$ cat src/rtl/crypt_result_collector.sv
// ---------------------------------------------------------------------------
// crypt_result_collector
//
// Purpose:
//   This block sits at the output end of the DES crypt round pipeline. It
//   compares the final L/R halves of every candidate against a programmed
//   64-bit target hash. The tag of each matching candidate goes into a small
//   FIFO, and a host-side reader drains that FIFO with a valid/ready
//   handshake. The pipeline runs freely and is never stalled. If a match
//   arrives while the FIFO is full, it is dropped and a sticky flag is raised.
//
// Ports:
//   CLK          clock, all state changes on the rising edge
//   RST_N        asynchronous active-low reset
//   L_in, R_in   final left/right halves from the last crypt round stage
//   in_valid     L_in/R_in/tag_in carry a real candidate this cycle
//   tag_in       candidate identifier (TAG_W bits)
//   target_we    load target_L/target_R at the end of this cycle
//   target_L/R   target hash halves
//   out_valid    FIFO non-empty, out_tag is meaningful
//   out_ready    reader accepts the head entry
//   out_tag      tag at the FIFO head
//   overflow     sticky, a match was dropped because the FIFO was full
//   clr_ovf      clears overflow (a simultaneous drop takes priority)
//   match_count  saturating count of all matches, including dropped ones
// ---------------------------------------------------------------------------
module crypt_result_collector #(
    parameter int TAG_W = 32,
    parameter int DEPTH = 8,
    parameter int CNT_W = 16
) (
    input  logic             CLK,
    input  logic             RST_N,
    input  logic [31:0]      L_in,
    input  logic [31:0]      R_in,
    input  logic             in_valid,
    input  logic [TAG_W-1:0] tag_in,
    input  logic             target_we,
    input  logic [31:0]      target_L,
    input  logic [31:0]      target_R,
    output logic             out_valid,
    input  logic             out_ready,
    output logic [TAG_W-1:0] out_tag,
    output logic             overflow,
    input  logic             clr_ovf,
    output logic [CNT_W-1:0] match_count
);

    localparam int               AW       = (DEPTH > 1) ? $clog2(DEPTH) : 1;
    localparam logic [AW:0]      FULL_CNT = (AW+1)'(DEPTH);
    localparam logic [CNT_W-1:0] CNT_MAX  = '1;

    logic [31:0]      r_tgtL;
    logic [31:0]      r_tgtR;
    logic             r_eqL;
    logic             r_eqR;
    logic             r_v1;
    logic [TAG_W-1:0] r_tag1;
    logic [TAG_W-1:0] r_mem [DEPTH];
    logic [AW-1:0]    r_wr;
    logic [AW-1:0]    r_rd;
    logic [AW:0]      r_count;
    logic             r_ovf;
    logic [CNT_W-1:0] r_matchCnt;

    logic w_hit;
    logic w_full;
    logic w_pop;
    logic w_push;
    logic w_drop;

    // Target hash registers. Stage 1 samples these before the edge, so a new
    // target only applies to candidates that arrive after the load.
    always_ff @(posedge CLK or negedge RST_N) begin
        if (!RST_N) begin
            r_tgtL <= '0;
            r_tgtR <= '0;
        end else if (target_we) begin
            r_tgtL <= target_L;
            r_tgtR <= target_R;
        end
    end

    // Stage 1 registers the two half-compares separately. This keeps the
    // 64-bit compare off the FIFO control path. Once a result is captured it
    // is not recomputed if the target changes later.
    always_ff @(posedge CLK or negedge RST_N) begin
        if (!RST_N) begin
            r_eqL  <= 1'b0;
            r_eqR  <= 1'b0;
            r_v1   <= 1'b0;
            r_tag1 <= '0;
        end else begin
            r_eqL  <= (L_in == r_tgtL);
            r_eqR  <= (R_in == r_tgtR);
            r_v1   <= in_valid;
            r_tag1 <= tag_in;
        end
    end

    // FIFO control. A pop in the same cycle frees the head slot, so a full
    // FIFO can still take a push. A drop happens only when the FIFO is full
    // and the reader is not taking an entry.
    always_comb begin
        w_hit  = r_v1 & r_eqL & r_eqR;
        w_full = (r_count == FULL_CNT);
        w_pop  = out_valid & out_ready;
        w_push = w_hit & (!w_full | w_pop);
        w_drop = w_hit & w_full & !w_pop;
    end

    // Pointer and occupancy bookkeeping. Pointers wrap naturally because
    // DEPTH is a power of two.
    always_ff @(posedge CLK or negedge RST_N) begin
        if (!RST_N) begin
            r_wr    <= '0;
            r_rd    <= '0;
            r_count <= '0;
        end else begin
            if (w_push) begin
                r_wr <= r_wr + 1'b1;
            end
            if (w_pop) begin
                r_rd <= r_rd + 1'b1;
            end
            case ({w_push, w_pop})
                2'b10:   r_count <= r_count + 1'b1;
                2'b01:   r_count <= r_count - 1'b1;
                default: r_count <= r_count;
            endcase
        end
    end

    // Tag storage. All entries are cleared on reset, so out_tag reads zero
    // until the first push.
    always_ff @(posedge CLK or negedge RST_N) begin
        if (!RST_N) begin
            for (int i = 0; i < DEPTH; i++) begin
                r_mem[i] <= '0;
            end
        end else if (w_push) begin
            r_mem[r_wr] <= r_tag1;
        end
    end

    // Sticky overflow flag. When a drop and a clear happen in the same
    // cycle, the drop wins so the event is not lost.
    always_ff @(posedge CLK or negedge RST_N) begin
        if (!RST_N) begin
            r_ovf <= 1'b0;
        end else if (w_drop) begin
            r_ovf <= 1'b1;
        end else if (clr_ovf) begin
            r_ovf <= 1'b0;
        end
    end

    // Saturating match counter. It counts every hit, pushed or dropped.
    always_ff @(posedge CLK or negedge RST_N) begin
        if (!RST_N) begin
            r_matchCnt <= '0;
        end else if (w_hit && (r_matchCnt != CNT_MAX)) begin
            r_matchCnt <= r_matchCnt + 1'b1;
        end
    end

    assign out_valid   = (r_count != '0);
    assign out_tag     = r_mem[r_rd];
    assign overflow    = r_ovf;
    assign match_count = r_matchCnt;

endmodule
$ cat config.mk
export PLATFORM = sky130hd
export DESIGN_NAME = crypt_result_collector
export DESIGN_NICKNAME = d
export VERILOG_FILES = /design/src/rtl/crypt_result_collector.sv
export SDC_FILE = /design/constraint.sdc
export NUM_CORES = 1
export LEC_CHECK = 0
export CAP_MARGIN = 0
export CORE_UTILIZATION = 30
export CTS_CLUSTER_DIAMETER = 200
export DETAILED_ROUTE_END_ITERATION = 10
export PLACE_DENSITY = 0.59
export SYNTH_ARGS = -nofsm -noshare
export SYNTH_HDL_FRONTEND = slang
export SYNTH_SLANG_ARGS = --single-unit
$ cat constraint.sdc
create_clock -name CLK -period 2.5 [get_ports CLK]
set_input_delay 0.625 -clock CLK [delete_from_list [all_inputs] [get_ports CLK]]
set_output_delay 0.625 -clock CLK [all_outputs]
set_load 0.01 [all_outputs]
==> flow_summary.json, run 1 <==
{
  "antenna_found_initial": 2,
  "crit_buf_inv": 5,
  "h-tree-depth": 2,
  "crit_cells": 7,
  "yosysUniqueCellTypes": 33,
  "gp_congestion": 0.7277,
  "synth-seq-cells": 382,
  "clk_path_buf_depth": 3,
  "synth_edf_count": 0,
  "synthSimpleGateAreaFrac_pct": 2.738,
  "core_area_um2": 55200,
  "slew_viol_final": 0,
  "max_stage_delay_ns": 0.51,
  "holdPathStages": 1,
  "num_io_pins": 216,
  "fin_crit_ns": 3.072,
  "synth_fa_ha_area_share_pct": 0.4476,
  "synth_area_per_cell_um2": 16.08,
  "cts_tree": "built",
  "clkLatencyLatePin_ns": 0.57,
  "ys_seq_area_share_pct": 56.99,
  "vias": 9607,
  "dpl_cell_area_um2": 20310,
  "synth_top_area_share_pct": 56.99,
  "synth.largest_area_cell": "dfrtp_1",
  "synth.area.mux_share_pct": 33.17,
  "switching_power_uw": 4197,
  "portBuffers": 215,
  "worst_hold_path_type": "in -> reg",
  "use_met1_pct": 18.43,
  "grt_start_max_net_pins": 80,
  "die-width_um": 238.5,
  "violations": "negative setup slack",
  "top_usage_layer": "met2",
  "nNetsFinal": 1486,
  "cts_num_sinks": 382,
  "grtUsageMet3_pct": 3.135,
  "hold_ws_ns": 0.4824,
  "p_leak_uw": 0.01029,
  "grt_pass1_vias": 10780,
  "synth_cells": 1043,
  "outcome": "complete, but fails checks",
  "fin_area_um2": 22310,
  "setup_viol": 32,
  "syn_to_final_growth_pct": 33.03,
  "die_h_um": 238.5,
  "num_rows": 86,
  "max_cap_viol_count": 0,
  "floorplan.initialDensity_pct": 30.38,
  "dr.pass1.iters": 6,
  "grt_first_pass_wirelength_um": 62860,
  "die_area_um2": 56860,
  "hpwl_um": 25240,
  "routed_wl_um": 39020,
  "via_per_inst": 4.579,
  "drive_gt1_share_pct": 43.81,
  "cp_max_fo": 5,
  "start_kind": "register",
  "max_freq_mhz": 325.5,
  "ant_nets": 0,
  "cp_slowest_cell": "dfrtp_4",
  "cp-end-kind": "output pin",
  "irDropWorstVdd_v": 0.0004576,
  "hold_viol_final": 0,
  "combPwrFrac_pct": 18.7,
  "intPower_uw": 12240,
  "crit_required_ns": 1.88,
  "reg2regPathDepth": 11,
  "cp_top_family": "multiplexers",
  "clk_root_buffer_cell": "clkbuf_16",
  "overflow": 0,
  "seqPwrFrac_pct": 40.5,
  "worstPathCellList": "buf_12, buf_12, buf_16, buf_6, mux4_2, mux2_4, buf_6",
  "worstSetupPathType": "reg -> out",
  "power_frac_clock_pct": 40.9,
  "cellPowerDensity_nw_per_um2": 736.7,
  "synthTopCellsByCount": "dfrtp_1, mux2_2, xor2_1, mux4_2, mux2_4",
  "clkTransAtPathRegs_ns": 0.06,
  "numCtsBuffers": 45,
  "post-route-period-util_pct": 122.9,
  "drt-initial-drc-count": 358,
  "setup_tns_ns": -14.92,
  "drc": 0,
  "async_reset_ff_share_pct": 100.0,
  "yosys_warnings": 0,
  "yosys-top-cells-area": "dfrtp_1, mux2_2, mux4_2",
  "layoutNonFillerInstCount": 2098,
  "finClkSkew_ns": 0.01478,
  "syn_nets": 1215,
  "wl_per_cell_um": 18.60,
  "rsz0062_at_grt": "yes",
  "crit_arrival_ns": 2.45,
  "dp.cells": 1998,
  "met2_usage_pct": 23.70,
  "synth.most_common_cell": "dfrtp_1",
  "post-route-util_pct": 40.42,
  "layout_setup_ws_ns": -0.5721,
  "syn_area_um2": 16770,
  "slew-limit-headroom_pct": 64.36,
  "synth_compound_area_share_pct": 0.3506,
  "worstMarginPinSlew_ns": 0.5297,
  "synth_top_family_by_area": "multiplexers",
  "synth_xor_area_share_pct": 4.543,
  "p_sw_share_pct": 25.53,
  "track_usage_pct": 14.25,
  "yosys_most_used_dff": "dfrtp_1"
}
[cell usage in the layout (no fill, tap or decap), types with 3 or more instances in the layout]
master	synthesis	layout
and3_1	3	3
buf_12	0	35
buf_16	0	3
buf_4	0	21
buf_6	6	34
bufinv_16	0	4
clkbuf_1	27	16
clkbuf_16	0	47
clkbuf_8	0	9
clkdlybuf4s50_1	0	180
clkinv_2	0	3
dfrtp_1	382	378
ha_1	6	6
inv_1	3	3
mux2_1	8	8
mux2_2	318	288
mux2_4	30	60
mux4_2	64	64
nand2_1	14	14
nand3_1	10	9
nand4_1	14	14
nor2_1	11	10
nor4_1	18	18
xnor2_1	15	15
xor2_1	72	72
[state kept, by name, summed over array words and instances (netlist names)]
signal       cells
r_tgtL          32
r_mem          256
r_tag1          32
r_wr             3
r_count          4
r_rd             3
r_eqR            1
overflow         1
r_eqL            1
r_tgtR          32
match_count     16
r_v1             1
[stage by stage]
step | power (µW) | worst slack, ns
after global routing | 17190 | -0.6423
after global placement | 9178 | -0.2576
final | 16440 | -0.5721
after floorplan | 8034 | 0.1551
after CTS | 16700 | -0.6187
after detailed placement | 9199 | -0.3072
[path summary, 6_finish.rpt]
check,startpoint,to,slack (ns)
min,tag_in[22],r_tag1[22],0.48
max reg2reg,r_count[2],r_count[2],0.23
max in group asynchronous,RST_N,r_rd[0],1.15
max,r_rd[0],out_tag[10],-0.57
min reg2reg,r_mem[93],r_mem[93],0.49
min in group asynchronous,RST_N,r_mem[70],0.56
[final cells by class]
cell class / count / area (µm²)
diodes: 1 / 2.502
clock buffers: 71 / 1335
clock inverters: 11 / 187.7
fillers: 5082 / 32890
inverters: 4 / 15.01
multi-input cells: 601 / 7061
flip-flops and latches: 382 / 9569
well taps: 748 / 935.9
repair buffers: 280 / 3206
[power by group through the flow]
stage | sequential (µW) | combinational (µW) | clock [µW]
6_report | 6650 | 3070 | 6720
3_3_place_gp | 6760 | 2420 | 0
5_1_grt | 6680 | 3300 | 7210
2_1_floorplan | 6630 | 1400 | 0
3_5_place_dp | 6770 | 2430 | 0
4_1_cts | 6650 | 3090 | 6960
[layer usage]
layer | part of all wire (%) | wire length [µm]
met3 | 4.5 | 1755
met4 | 2.2 | 851
met2 | 50 | 19350
met5 | 0.033 | 13
met1 | 44 | 17050
[kinds of logic after synthesis]
group	after synthesis
compound gates	6
flops	382
simple gates	82
xor+xnor	87
mux	420
fa+ha+maj	6
buf+inv	60
[repair_timing]
| item | 4_1_cts | 5_1_grt |
|---|---|---|
| pin swaps | 0 | 1 |
| cloned | 4 | 1 |
| endpoints found under the setup margin | 33 | 33 |
| resized for setup | 206 | 12 |
| setup buffers | 10 | 2 |
| hold endpoints to repair | 33 | 0 |
| hold buffers | 1 | 0 |
No activity file was read; power rests on OpenSTA's default activity.
==> run 2: changes to the inputs <==
SLEW_MARGIN = 40   (was default)
==> results of run 2 <==
Final layout, timing and power as in run 1 (identical DEF).
